## src/rtl/toy_fetch_unit_pkg.sv

```systemverilog
// Shared defaults and FSM state encoding for the TOY instruction fetch unit.
package toy_fetch_unit_pkg;

  localparam int DEF_ADDR_W      = 12;
  localparam int DEF_DATA_W      = 16;
  localparam int DEF_TIMEOUT_CYC = 15;

  typedef enum logic [1:0] {
    S_IDLE = 2'd0,
    S_REQ  = 2'd1,
    S_WAIT = 2'd2,
    S_DONE = 2'd3
  } fetch_state_t;

endpackage

```

## src/rtl/toy_fetch_wdog.sv

```systemverilog
// Clear/enable cycle counter that flags expiry on its LIMIT-th enabled cycle.
// Only compiled when FETCH_TIMEOUT_EN is defined.
`ifdef FETCH_TIMEOUT_EN
module toy_fetch_wdog #(
  parameter int LIMIT = 15
) (
  input  logic clk,
  input  logic reset,
  input  logic clear,
  input  logic en,
  output logic expired
);

  localparam int CNT_W = $clog2(LIMIT + 1);

  logic [CNT_W-1:0] count;

  // Expiry is combinational so the FSM can leave on the very cycle the limit is reached.
  assign expired = en && (count == CNT_W'(LIMIT - 1));

  always_ff @(posedge clk) begin
    if (reset || clear) begin
      count <= '0;
    end else if (en && !expired) begin
      count <= count + CNT_W'(1);
    end
  end

endmodule
`endif

```

## src/rtl/toy_fetch_unit.sv

```systemverilog
// TOY CPU instruction fetch: req/ack memory read into IR, PC advance and jump loads.
// Define FETCH_TIMEOUT_EN to abort fetches that wait TIMEOUT_CYC cycles without mem_ack.
module toy_fetch_unit
  import toy_fetch_unit_pkg::*;
#(
  parameter int ADDR_W      = DEF_ADDR_W,
  parameter int DATA_W      = DEF_DATA_W,
  parameter int RESET_PC    = 0,
  parameter int TIMEOUT_CYC = DEF_TIMEOUT_CYC
) (
  input  logic              clk,
  input  logic              reset,
  input  logic              fetch_go,
  input  logic              pc_load,
  input  logic [ADDR_W-1:0] pc_load_val,
  output logic              mem_req,
  output logic [ADDR_W-1:0] mem_addr,
  input  logic              mem_ack,
  input  logic [DATA_W-1:0] mem_rdata,
  output logic [DATA_W-1:0] ir_out,
  output logic [ADDR_W-1:0] pc_out,
  output logic              ir_valid,
  output logic              busy,
  output logic              fetch_err
);

  fetch_state_t state, state_next;

  logic              capture;
  logic              timeout_hit;
  logic              expired;
  logic              pend_valid;
  logic [ADDR_W-1:0] pend_pc;
  logic              apply_pend;
  logic              load_now;
  logic [ADDR_W-1:0] load_val;

  assign mem_req  = (state == S_REQ) || (state == S_WAIT);
  assign mem_addr = pc_out;
  assign ir_valid = (state == S_DONE);
  assign busy     = (state != S_IDLE);

`ifdef FETCH_TIMEOUT_EN
  toy_fetch_wdog #(
    .LIMIT (TIMEOUT_CYC)
  ) u_wdog (
    .clk     (clk),
    .reset   (reset),
    .clear   (!mem_req),
    .en      (mem_req),
    .expired (expired)
  );

  always_ff @(posedge clk) begin
    if (reset) fetch_err <= 1'b0;
    else       fetch_err <= timeout_hit;
  end
`else
  logic unused_timeout_cfg;
  assign unused_timeout_cfg = ^TIMEOUT_CYC;
  assign expired   = 1'b0;
  assign fetch_err = 1'b0;
`endif

  always_ff @(posedge clk) begin
    // NOTE: sequential state uses non-blocking assignments so every register sees pre-edge values.
    if (reset) state <= S_IDLE;
    else       state <= state_next;
  end

  always_comb begin
    // NOTE: every output of this block gets a default first, so no path can infer a latch.
    state_next  = state;
    capture     = 1'b0;
    timeout_hit = 1'b0;
    unique case (state)
      S_IDLE: if (fetch_go) state_next = S_REQ;
      S_REQ, S_WAIT: begin
        if (mem_ack) begin
          capture    = 1'b1;
          state_next = S_DONE;
        end else if (expired) begin
          timeout_hit = 1'b1;
          state_next  = S_IDLE;
        end else begin
          state_next = S_WAIT;
        end
      end
      S_DONE: state_next = S_IDLE;
      default: state_next = S_IDLE;
    endcase
  end

  // A load requested on the exit cycle itself is the latest one, so it beats the stored value.
  assign apply_pend = (state == S_DONE) || timeout_hit;
  assign load_now   = pc_load || pend_valid;
  assign load_val   = pc_load ? pc_load_val : pend_pc;

  always_ff @(posedge clk) begin
    if (reset) begin
      pc_out     <= ADDR_W'(RESET_PC);
      ir_out     <= '0;
      pend_valid <= 1'b0;
      pend_pc    <= '0;
    end else begin
      if (state == S_IDLE && pc_load) pc_out <= pc_load_val;

      if (capture) begin
        ir_out <= mem_rdata;
        pc_out <= pc_out + ADDR_W'(1);
      end

      if (apply_pend && load_now) pc_out <= load_val;

      if (apply_pend) begin
        pend_valid <= 1'b0;
      end else if (state != S_IDLE && pc_load) begin
        pend_valid <= 1'b1;
        pend_pc    <= pc_load_val;
      end
    end
  end

endmodule

```

## config.mk

```make
export PLATFORM = sky130hd
export DESIGN_NAME = toy_fetch_unit
export DESIGN_NICKNAME = d
export VERILOG_FILES = /design/src/rtl/toy_fetch_unit_pkg.sv /design/src/rtl/toy_fetch_wdog.sv /design/src/rtl/toy_fetch_unit.sv
export SDC_FILE = /design/constraint.sdc
export NUM_CORES = 1
export LEC_CHECK = 0
export ABC_AREA = 1
export CAP_MARGIN = 30
export CORE_ASPECT_RATIO = 0.9
export CORE_MARGIN = 2
export CORE_UTILIZATION = 35
export CTS_CLUSTER_DIAMETER = 120
export CTS_CLUSTER_SIZE = 24
export DETAILED_ROUTE_END_ITERATION = 7
export GPL_TIMING_DRIVEN = 0
export PLACE_DENSITY = 0.63
export SYNTH_ARGS = -nofsm -noshare
export SYNTH_HDL_FRONTEND = slang
export SYNTH_SLANG_ARGS = --single-unit
```

## constraint.sdc

```tcl
create_clock -name clk -period 1.9 [get_ports clk]
set_input_delay 0.19 -clock clk [delete_from_list [all_inputs] [get_ports clk]]
set_output_delay 0.19 -clock clk [all_outputs]
set_load 0.02 [all_outputs]
```

==> results of run 1 <==
final timing paths:
path,start,to,depth (start not counted)
worst max-delay path,state[0],mem_req,3
worst min-delay path,pc_load,pend_valid,3
worst max register to register,state[0],mem_addr[7],9
worst min register to register,pend_pc[2],pend_pc[2],2
sequential cells by signal, indices dropped and copies added (netlist names):
register / count
pend_pc: 12
mem_addr: 12
pend_valid: 1
state: 2
ir_out: 16
layer usage:
layer	global-route usage	wire length [µm]	part of all wire
met5	0	0	0
met4	0.0388	59	0.0097
met3	0.0528	463	0.076
met2	0.282	2690	0.44
met1	0.242	2870	0.47
cell usage in the layout, fill, tap and decap left out, types with 2 or more instances in the layout:
master	count
clkdlybuf4s50_1	73
nor2_1	64
o21ai_0	56
nand2_1	47
dfxtp_1	43
inv_1	30
a21oi_1	28
buf_4	16
nand3_1	12
clkbuf_8	6
clkbuf_1	5
o21ai_1	5
o211ai_1	5
buf_6	4
nand3b_1	4
buf_2	3
inv_2	3
ha_1	3
nand4_1	2
cell usage after synthesis:
master and number:
a211oi_1 1, a21oi_1 28, a31oi_1 1, buf_2 4, buf_4 16, buf_6 4, clkbuf_1 5, clkbuf_2 1
conb_1 1, dfxtp_1 43, ha_1 3, inv_1 30, inv_2 3, nand2_1 47, nand2_4 1, nand3_1 12
nand3b_1 4, nand4_1 2, nor2_1 64, nor2_2 1, nor3_1 1, o211ai_1 5, o21ai_0 56, o21ai_1 5
o21ai_4 1
power by group through the flow:
stage	clock network (mW)	logic, mW	registers, mW
2_1_floorplan	0	1.60	1.85
3_3_place_gp	0	3.08	1.60
3_5_place_dp	0	3.10	1.61
4_1_cts	0.776	3.11	1.59
5_1_grt	0.814	3.41	1.66
6_report	0.759	3.08	1.59
layout make-up:
class,count,area (µm²)
Fill cell,643,2950
Multi-Input combinational cell,233,1100
Sequential cell,43,861
Timing Repair Buffer,74,743
Buffer,30,211
Inverter,33,124
Tap cell,87,109
Clock buffer,6,82.6
Clock inverter,2,35.0
critical path, cell delays in order (launching register included):
cell and delay [ps]:
dfxtp_1 370, inv_1 50, ha_1 310, clkdlybuf4s50_1 610
kinds of logic (layout without fill, tap and decap cells):
logic type,Yosys count,in the layout,share of synthesized area
flip-flops,43,43,0.376
adder cells (fa/ha/maj),3,3,0.0164
AND/OR/NAND/NOR,132,132,0.237
buffers and inverters,63,145,0.145
AO/OA/AOI/OAI,97,97,0.224
other,1,1,0.00164
stage by stage:
step	utilization	instance area [µm²]	hold slack, ps
final	0.525	3260	233
after global placement	0.505	3140	440
after floorplan	-	2290	259
after detailed placement	0.505	3140	443
after CTS	0.524	3260	226
after global routing	0.525	3260	268
==> key figures, run 1 <==
Pwr
  – Sequential fraction of design power: 0.293
  – Logic gate share of total power: 0.568
  – Power consumption: about 5.4 mW
  – PwrDens: 1660 nW/µm²
  – VDD IR max: around 0.0008 V
  – Sw Pwr: roughly 2.3 mW
  – Clk network pwr share: 0.140
  – Leakage: ~1.3 nW
  – Net Sw Frac: 0.425
  – Internal: between 3 and 4 mW

Synthesis
  – Synth Net Count: ~380
  – Ys Warns: 0
  – Syn Area/Cell: 6.75 µm²
  – Area of the mapped netlist: 2290 µm²
  – Cells after Synth: roughly 340
  – Main area contributors after synthesis: dfxtp_1, o21ai_0, nor2_1, nand2_1, a21oi_1
  – Post-synth top area share: 0.376
  – Post-synthesis sequential area ratio: 0.376
  – Area leader, netlist: dfxtp_1
  – Yosys reg bits: 43
  – Post-synthesis cell type count: 25

Placed design
  – DP Cell Count: 500
  – Routability Congestion: a little over 0.8
  – HPWL after DPL: 4600 µm
  – Post-Place Setup Slack: approximately 130 ps
  – IO buf count: 74

Clock network
  – H-Tree Depth: 2
  – # hold bufs at CTS: 0
  – CTS tree: yes
  – Clk root buf: clkbuf_8
  – Total CTS buffers: 5
  – Clk slew on worst S/H paths: roughly 80 ps
  – Worst-Skew Late Latency: between 300 and 400 ps
  – Post-CTS Repair Setup Buffers: 0
  – Post-cts resize count: 0
  – Clock Path Buffers: 2
  – Clk sinks: 43

Die
  – Core ar.: 6220 µm²
  – Top Ports: 77
  – DIE AREA: just over 7000 µm²
  – Starting Density: 0.368
  – Die W: roughly 89 µm
  – Row count: 27
  – Vert. Die Dim: 80.7 µm

Setup path
  – Element type at the critical path start: register
  – R2R Setup Slk: about 190 ps
  – Critical path class: reg2out
  – Crit. End Element: primary output
  – Max FO, Critical Path: 3
  – Worst endpoint required time: roughly 1700 ps
  – Arrival @ worst endpoint: between 1500 and 2000 ps

Job
  – Maximum capacitance violations: 0

Status
  – Outcome: finished, final reports clean

GRT
  – Antenna violations before repair: 0
  – Grt ovf: 0
  – First-pass GRT wire length: between 10000 and 15000 µm
  – Largest net degree at the start of global routing: 14
  – Global-route usage over all layers: 0.179
  – Number of global-route vias before repair: 2274

Detailed routing
  – DRC: 0
  – Via count: 2400
  – Vias per inst: between 4 and 5
  – Post-route ant nets: 0
  – Iteration-0 DRC Markers: between 80 and 90
  – Initial DRT Pass Iterations: 4
  – DR WL/cell: 12.0 µm
  – Final wirelength: slightly above 6000 µm

STA
  – Setup Skew: ~12 ps
  – Final setup margin: 69.4 ps
  – Setup TNS: 0 ps
  – Final min period: approximately 1800 ps
  – Fin crit share: 0.963
  – Final setup vio count: 0
  – Final max-slew violation count: 0
  – Max Fclk: 546 MHz
  – Final hold vios: 0

Layout
  – Layout area overhead: 42.5%
  – Layout Cells excl Fill: between 500 and 600
  – Share of cells above drive strength 1: 0.0926
  – Final nets: 456
  – N_diodes: 0

Worst hold path
  – Min-Delay Path Class: in2reg
Note: power is estimated with default switching activity, not from simulation.
==> inputs of run 2 (changes only) <==
--- a/config.mk
+++ b/config.mk
@@ -14,7 +14,7 @@
 export CTS_CLUSTER_SIZE = 24
 export DETAILED_ROUTE_END_ITERATION = 7
 export GPL_TIMING_DRIVEN = 0
-export PLACE_DENSITY = 0.63
+export PLACE_DENSITY = 0.66
 export SYNTH_ARGS = -nofsm -noshare
 export SYNTH_HDL_FRONTEND = slang
 export SYNTH_SLANG_ARGS = --single-unit
==> constraint.sdc (replaced) <==
create_clock -name clk -period 1.6 [get_ports clk]
set_input_delay 0.16 -clock clk [delete_from_list [all_inputs] [get_ports clk]]
set_output_delay 0.16 -clock clk [all_outputs]
set_load 0.02 [all_outputs]
==> key figures, run 2 (synthesis gave the netlist of run 1 again) <==
Setup path
  – Worst r2r dst: mem_addr[7]
  – RR Startpoint: state[0]
  – R2R depth: 10 (+1)
  – Crit. End Element: primary output
  – Bufs and invs on worst path: 2 (unchanged)
  – Top delay family on crit path: buffers and inverters
  – CP max stage cell: clkdlybuf4s50_1
  – R2R Setup Slk: 90 ps (-100 ps)
  – Slowest stage delay, CP: 580 ps (-30 ps)
  – Critical Path, Cell by Cell: buf_4 > clkdlybuf4s50_1
  – Arrival @ worst endpoint: 1380 ps (-260 ps)
  – Worst endpoint required time: 1440 ps (-270 ps)
  – Element type at the critical path start: register
  – Critical path class: reg2out
  – Max FO, Critical Path: 7 (+4)

Layout
  – Layout fillers: 638 (-0.78%)
  – Max FFs per register: 16 (unchanged)
  – Final instance area: 3370 µm² (+3.3%)
  – Most common cell after layout, fill and taps aside: nor2_1
  – N_diodes: 0 (unchanged)
  – Share of cells above drive strength 1: 0.139 (+0.0468)
  – Most frequent cells in the layout: nor2_1, clkdlybuf4s50_1, o21ai_0
  – Layout area overhead: 47.1%
  – Layout Cells excl Fill: 510 (+0.39%)
  – Final nets: 458 (+0.44%)
  – Reg with most FFs: ir_out

Die
  – Die W: 89.3 µm (unchanged)
  – Starting Density: 0.368 (unchanged)
  – Row count: 27 (unchanged)
  – Core ar.: 6220 µm² (unchanged)
  – Vert. Die Dim: 80.7 µm (unchanged)
  – DIE AREA: 7210 µm² (unchanged)
  – Top Ports: 77 (unchanged)

Job
  – Maximum capacitance violations: 0 (unchanged)

Placed design
  – DP Cell Count: 500 (unchanged)
  – Placed Area: 3140 µm² (unchanged)
  – Routability Congestion: 0.837 (+2.9%)
  – IO buf count: 74 (unchanged)
  – HPWL after DPL: 4680 µm (+1.8%)

Pwr
  – Internal: 3.81 mW (+22%)
  – Logic gate share of total power: 0.575 (+0.007)
  – Leakage: 1.45 nW (+12%)
  – PwrDens: 1970 nW/µm² (+19%)
  – Sw Pwr: 2.83 mW (+23%)
  – Sequential fraction of design power: 0.291 (-0.002)
  – VDD IR max: 0.00118 V (+47%)
  – Clk network pwr share: 0.134 (-0.006)
  – Net Sw Frac: 0.426 (+0.00107)

GRT
  – First-pass GRT wire length: 10100 µm (-0.40%)
  – Grt ovf: 0 (unchanged)
  – Antenna violations before repair: 0 (unchanged)
  – Global-route usage over all layers: 0.179 (+0.000573)
  – Largest net degree at the start of global routing: 14 (unchanged)
  – Number of global-route vias before repair: 2165 (-4.8%)

Detailed routing
  – Metal2 WL: 2810 µm (+4.2%)
  – Iteration-0 DRC Markers: 201 (+150%)
  – Final wirelength: 6230 µm (+2.5%)
  – Post-route ant nets: 0 (unchanged)
  – DR WL/cell: 12.2 µm (+2.1%)
  – Metal3 WL: 440 µm (-5.0%)
  – Vias per inst: 4.70 (-0.56%)
  – DRC: 0 (unchanged)
  – Initial DRT Pass Iterations: 4 (unchanged)
  – Routed length on met1: 2930 µm (+2.2%)
  – Via count: 2396 (-0.17%)
  – DR top layer: met4

Clock network
  – Clk sinks: 43 (unchanged)
  – Total CTS buffers: 5 (unchanged)
  – Clk slew on worst S/H paths: 80 ps (about the same)
  – # hold bufs at CTS: 0 (unchanged)
  – H-Tree Depth: 2 (unchanged)
  – Clk root buf: clkbuf_8
  – Clock Path Buffers: 2 (unchanged)
  – Worst-Skew Late Latency: 300 ps (about the same)
  – CTS tree: yes

STA
  – Setup Skew: 6.62 ps (-5.11 ps)
  – Final max-slew violation count: 0 (unchanged)
  – Hold WS: 204 ps (-28.4 ps)
  – Final min period: 1540 ps
  – Fin crit share: 0.961
  – Max Fclk: between 600 and 700 MHz
  – Final setup vio count: 0 (unchanged)
  – Final hold vios: 0 (unchanged)
  – RSZ-0062 raised after global routing: yes
  – Setup TNS: 0 ps (unchanged)

Worst hold path
  – Hold depth: 3 (unchanged)
  – Worst hold start: pc_load
  – Min-Delay Path Class: in2reg
  – WHS Endpoint: pend_valid

Status
  – Outcome: finished, final reports clean
-- run 2: what timing repair did --
item / in CTS / in global routing
cloned: 0 / 1
buffers inserted: 0 / 1
resized for setup: 23 / 26
setup endpoints to repair: 39 / 37
pin swaps: 1 / 3
-- run 2: stage by stage --
step	setup slack, ps	total power, mW	utilization
floorplan	3.35	4.09	-
global placement	-147	5.54	0.505
detailed placement	-187	5.60	0.505
CTS	2.39	6.56	0.529
global route	-15.6	7.18	0.542
finish	62.7	6.64	0.542
-- run 2: worst reg2reg max path: cells and delay by family, from the launching register on --
| family | cells | cell delay [ps] |
|---|---|---|
| compound gates | 3 | 320 |
| fa+ha+maj | 1 | 310 |
| buf+inv | 3 | 230 |
| flops | 1 | 350 |
| simple gates | 3 | 200 |
-- run 2: final cells by class --
type	count	area, µm²	share of cell area
Timing Repair Buffer	76	767	0.228
Tap cell	87	109	0.0323
Sequential cell	43	876	0.260
Clock inverter	2	35.0	0.0104
Buffer	30	231	0.0687
Clock buffer	6	82.6	0.0245
Multi-Input combinational cell	233	1140	0.338
Inverter	33	129	0.0383
-- run 2: power by group through the flow --
stage | registers (mW) | logic (mW) | clock network [mW]
final | 1.93 | 3.82 | 0.889
after global routing | 2.01 | 4.20 | 0.971
after CTS | 1.93 | 3.72 | 0.914
after detailed placement | 1.91 | 3.69 | 0
after global placement | 1.90 | 3.64 | 0
after floorplan | 2.19 | 1.90 | 0
-- run 2: how the worst max path moves through the flow --
stage	start	slack, ps	cells after the start	end
floorplan	state[0]	3	9	mem_addr[7]
global placement	state[0]	-150	8	mem_addr[9]
detailed placement	state[0]	-190	8	mem_addr[9]
CTS	mem_addr[2]	2	2	pc_out[2]
global route	state[0]	-20	10	mem_addr[9]
finish	mem_addr[8]	60	2	pc_out[8]
-- run 2: metal layers --
metal | vias to the layer above | GRT usage
met3 | 8 | 0.0559
met4 | 0 | 0.0313
met2 | 67 | 0.286
met5 | - | 0
li1 | 1256 | -
met1 | 1065 | 0.242
==> inputs of run 3 (changes only) <==
--- a/config.mk
+++ b/config.mk
@@ -14,7 +14,8 @@
 export CTS_CLUSTER_SIZE = 24
 export DETAILED_ROUTE_END_ITERATION = 7
 export GPL_TIMING_DRIVEN = 0
-export PLACE_DENSITY = 0.66
+export PLACE_DENSITY = 0.67
 export SYNTH_ARGS = -nofsm -noshare
 export SYNTH_HDL_FRONTEND = slang
+export SYNTH_HIERARCHICAL = 1
 export SYNTH_SLANG_ARGS = --single-unit
==> key figures, run 3 <==
Worst hold path
  – Min-Delay Path Class: in2reg

Layout
  – Share of cells above drive strength 1: 0.142 (+0.00203)
  – Max FFs per register: 16 (unchanged)
  – Reg area: 876 µm² (unchanged)
  – Layout area overhead: 45.1%
  – Final instance area: 3320 µm² (-1.3%)
  – Most frequent cells in the layout: nor2_1, clkdlybuf4s50_1, o21ai_0
  – Utilization after layout: 0.535 (-0.00725)
  – Layout fillers: 649 (+1.7%)
  – Reg with most FFs: ir_out
  – Final nets: 460 (+0.44%)
  – Most common cell after layout, fill and taps aside: nor2_1
  – N_diodes: 0 (unchanged)
  – Multi-input gate area: 1130 µm² (-1.1%)

Synthesis
  – Post-synthesis sequential area ratio: 0.376 (unchanged)
  – Post-synthesis cell type count: 25 (unchanged)
  – EDFF count, synth: 0 (unchanged)
  – Area leader, netlist: dfxtp_1
  – Top FF cell, synth: dfxtp_1
  – Yosys reg bits: 43 (unchanged)
  – Ys Warns: 6 (+6)
  – Main area contributors after synthesis: dfxtp_1, o21ai_0, nor2_1, nand2_1, a21oi_1
  – Most numerous cell in the Yosys netlist: nor2_1
  – Synth cell count leaders: nor2_1, o21ai_0, nand2_1, dfxtp_1, inv_1
  – Cells after Synth: 339 (unchanged)
  – FFs w/ async S/R, synth: 0 (unchanged)
  – Post-synth top area share: 0.376 (unchanged)
  – Area of the mapped netlist: 2290 µm² (unchanged)
  – Syn Area/Cell: 6.75 µm² (unchanged)
  – Synth Net Count: 375 (unchanged)

Die
  – Starting Density: 0.368 (unchanged)
  – Die W: 89.3 µm (unchanged)
  – DIE AREA: 7210 µm² (unchanged)
  – Top Ports: 77 (unchanged)
  – Vert. Die Dim: 80.7 µm (unchanged)
  – Row count: 27 (unchanged)
  – Core ar.: 6220 µm² (unchanged)

Pwr
  – PwrDens: 1940 nW/µm² (-1.8%)
  – VDD IR max: 0.00103 V (-13%)
  – Leakage: 1.46 nW (+0.39%)
  – Logic gate share of total power: 0.589 (+0.014)
  – Sw Pwr: 2.80 mW (-0.90%)
  – Net Sw Frac: 0.436 (+0.00989)
  – Clk network pwr share: 0.112 (-0.022)
  – Sequential fraction of design power: 0.299 (+0.008)
  – Internal: 3.63 mW (-4.8%)

Detailed routing
  – Via count: 2447 (+2.1%)
  – Initial DRT Pass Iterations: 4 (unchanged)
  – Iteration-0 DRC Markers: 163 (-19%)
  – DRC: 0 (unchanged)
  – Post-route ant nets: 0 (unchanged)
  – DR WL/cell: 12.2 µm (-0.44%)
  – Vias per inst: 4.79 (+1.9%)
  – Final wirelength: 6220 µm (-0.24%)

Job
  – Maximum capacitance violations: 0 (unchanged)

Clock network
  – Clk sinks: 43 (unchanged)
  – Total CTS buffers: 5 (unchanged)
  – CTS tree: yes
  – Clock Path Buffers: 2 (unchanged)
  – Clk slew on worst S/H paths: 90 ps (about the same)
  – H-Tree Depth: 2 (unchanged)
  – Clk root buf: clkbuf_8
  – Worst-Skew Late Latency: 300 ps (about the same)
  – # hold bufs at CTS: 0 (unchanged)

Setup path
  – CP max stage cell: clkdlybuf4s50_1
  – Slowest stage delay, CP: 580 ps (about the same)
  – Arrival @ worst endpoint: 1380 ps (about the same)
  – Crit. End Element: primary output
  – Element type at the critical path start: register
  – Critical path class: reg2out
  – Worst endpoint required time: 1440 ps (about the same)
  – Critical Path, Cell by Cell: buf_4 > clkdlybuf4s50_1
  – Max FO, Critical Path: 6 (-1)

STA
  – Max Fclk: 651 MHz (about the same)
  – Final min period: 1540 ps (-1.14 ps)
  – Setup Skew: 10.3 ps (+3.65 ps)
  – Hold WS: 212 ps (+7.69 ps)
  – Fin crit share: 0.960 (about the same)
  – Final hold vios: 0 (unchanged)
  – Final max-slew violation count: 0 (unchanged)
  – Final setup vio count: 0 (unchanged)

GRT
  – Number of global-route vias before repair: 2333 (+7.8%)
  – Global-route usage over all layers: 0.177 (-0.00261)
  – Grt ovf: 0 (unchanged)
  – Antenna violations before repair: 0 (unchanged)
  – First-pass GRT wire length: 10200 µm (+1.1%)
  – Largest net degree at the start of global routing: 13 (-1)

Placed design
  – HPWL after DPL: 4600 µm (-1.8%)
  – IO buf count: 74 (unchanged)
  – Routability Congestion: 0.861 (+2.8%)
  – Placed Area: 3140 µm² (unchanged)

Status
  – Outcome: finished, final reports clean
## run 3: cell counts after synthesis
No cell type changed its count.
## run 3: critical path: cells and delay by family, from the launching register on
| family | cells | cell delay, ps |
|---|---|---|
| buffers and inverters | 2 | 690 |
| flip-flops | 1 | 380 |
## run 3: layout make-up
type / instances / area share
plain buffers: 30 / 0.0648
clock buffers: 6 / 0.0248
clock inverters: 1 / 0.00151
inverters: 33 / 0.0373
multi-input cells: 233 / 0.339
flip-flops and latches: 43 / 0.264
well taps: 87 / 0.0328
repair buffers: 78 / 0.236
## run 3: path summary, 6_finish.rpt
check                   start           to  slack [ps]  cells past startpoint
setup / recovery  mem_addr[5]    pc_out[5]          60                      2
hold / removal        pc_load   pend_valid         210                      3
setup reg to reg     state[0]  mem_addr[7]         100                     10
hold reg to reg    pend_pc[2]   pend_pc[2]         450                      2
## run 3: metrics by stage
| stage | setup TNS [ps] | std cells | setup WS, ps | total power [mW] |
|---|---|---|---|---|
| floorplan | 0 | 339 | 3.35 | 4.09 |
| global placement | -1960 | 500 | -154 | 5.54 |
| detailed placement | -2970 | 500 | -171 | 5.59 |
| CTS | 0 | 509 | 4.75 | 6.39 |
| global route | -0.00999 | 511 | -0.00999 | 6.96 |
| finish | 0 | 511 | 63.9 | 6.43 |
## run 3: what timing repair did
action / 4_1_cts / 5_1_grt
setup endpoints to repair: 39 / 39
gates resized for setup: 18 / 20
pin swaps: 0 / 1
endpoints found under the hold margin: 0 / 0
cloned: 0 / 1
setup buffers: 2 / 1
## run 3: routing by layer
layer  track usage  up-vias  wire, µm
met2         0.284       77      2750
met5             0        -         0
met3        0.0457        6       433
li1              -     1256         -
met4        0.0343        0        41
met1         0.240     1108      2990
## run 3: power by group through the flow
stage | Sequential (mW) | Combinational [mW] | Clock (mW)
global route | 2.00 | 4.19 | 0.776
floorplan | 2.19 | 1.90 | 0
CTS | 1.92 | 3.73 | 0.735
global placement | 1.89 | 3.64 | 0
detailed placement | 1.91 | 3.68 | 0
finish | 1.92 | 3.79 | 0.721
## run 3: cell families after synthesis
logic type / count (synthesis) / synth area share
buffers and inverters: 63 / 0.145
AOI/OAI and AO/OA: 97 / 0.224
other: 1 / 0.00164
adders and majority gates: 3 / 0.0164
DFF: 43 / 0.376
and+or+nand+nor: 132 / 0.237
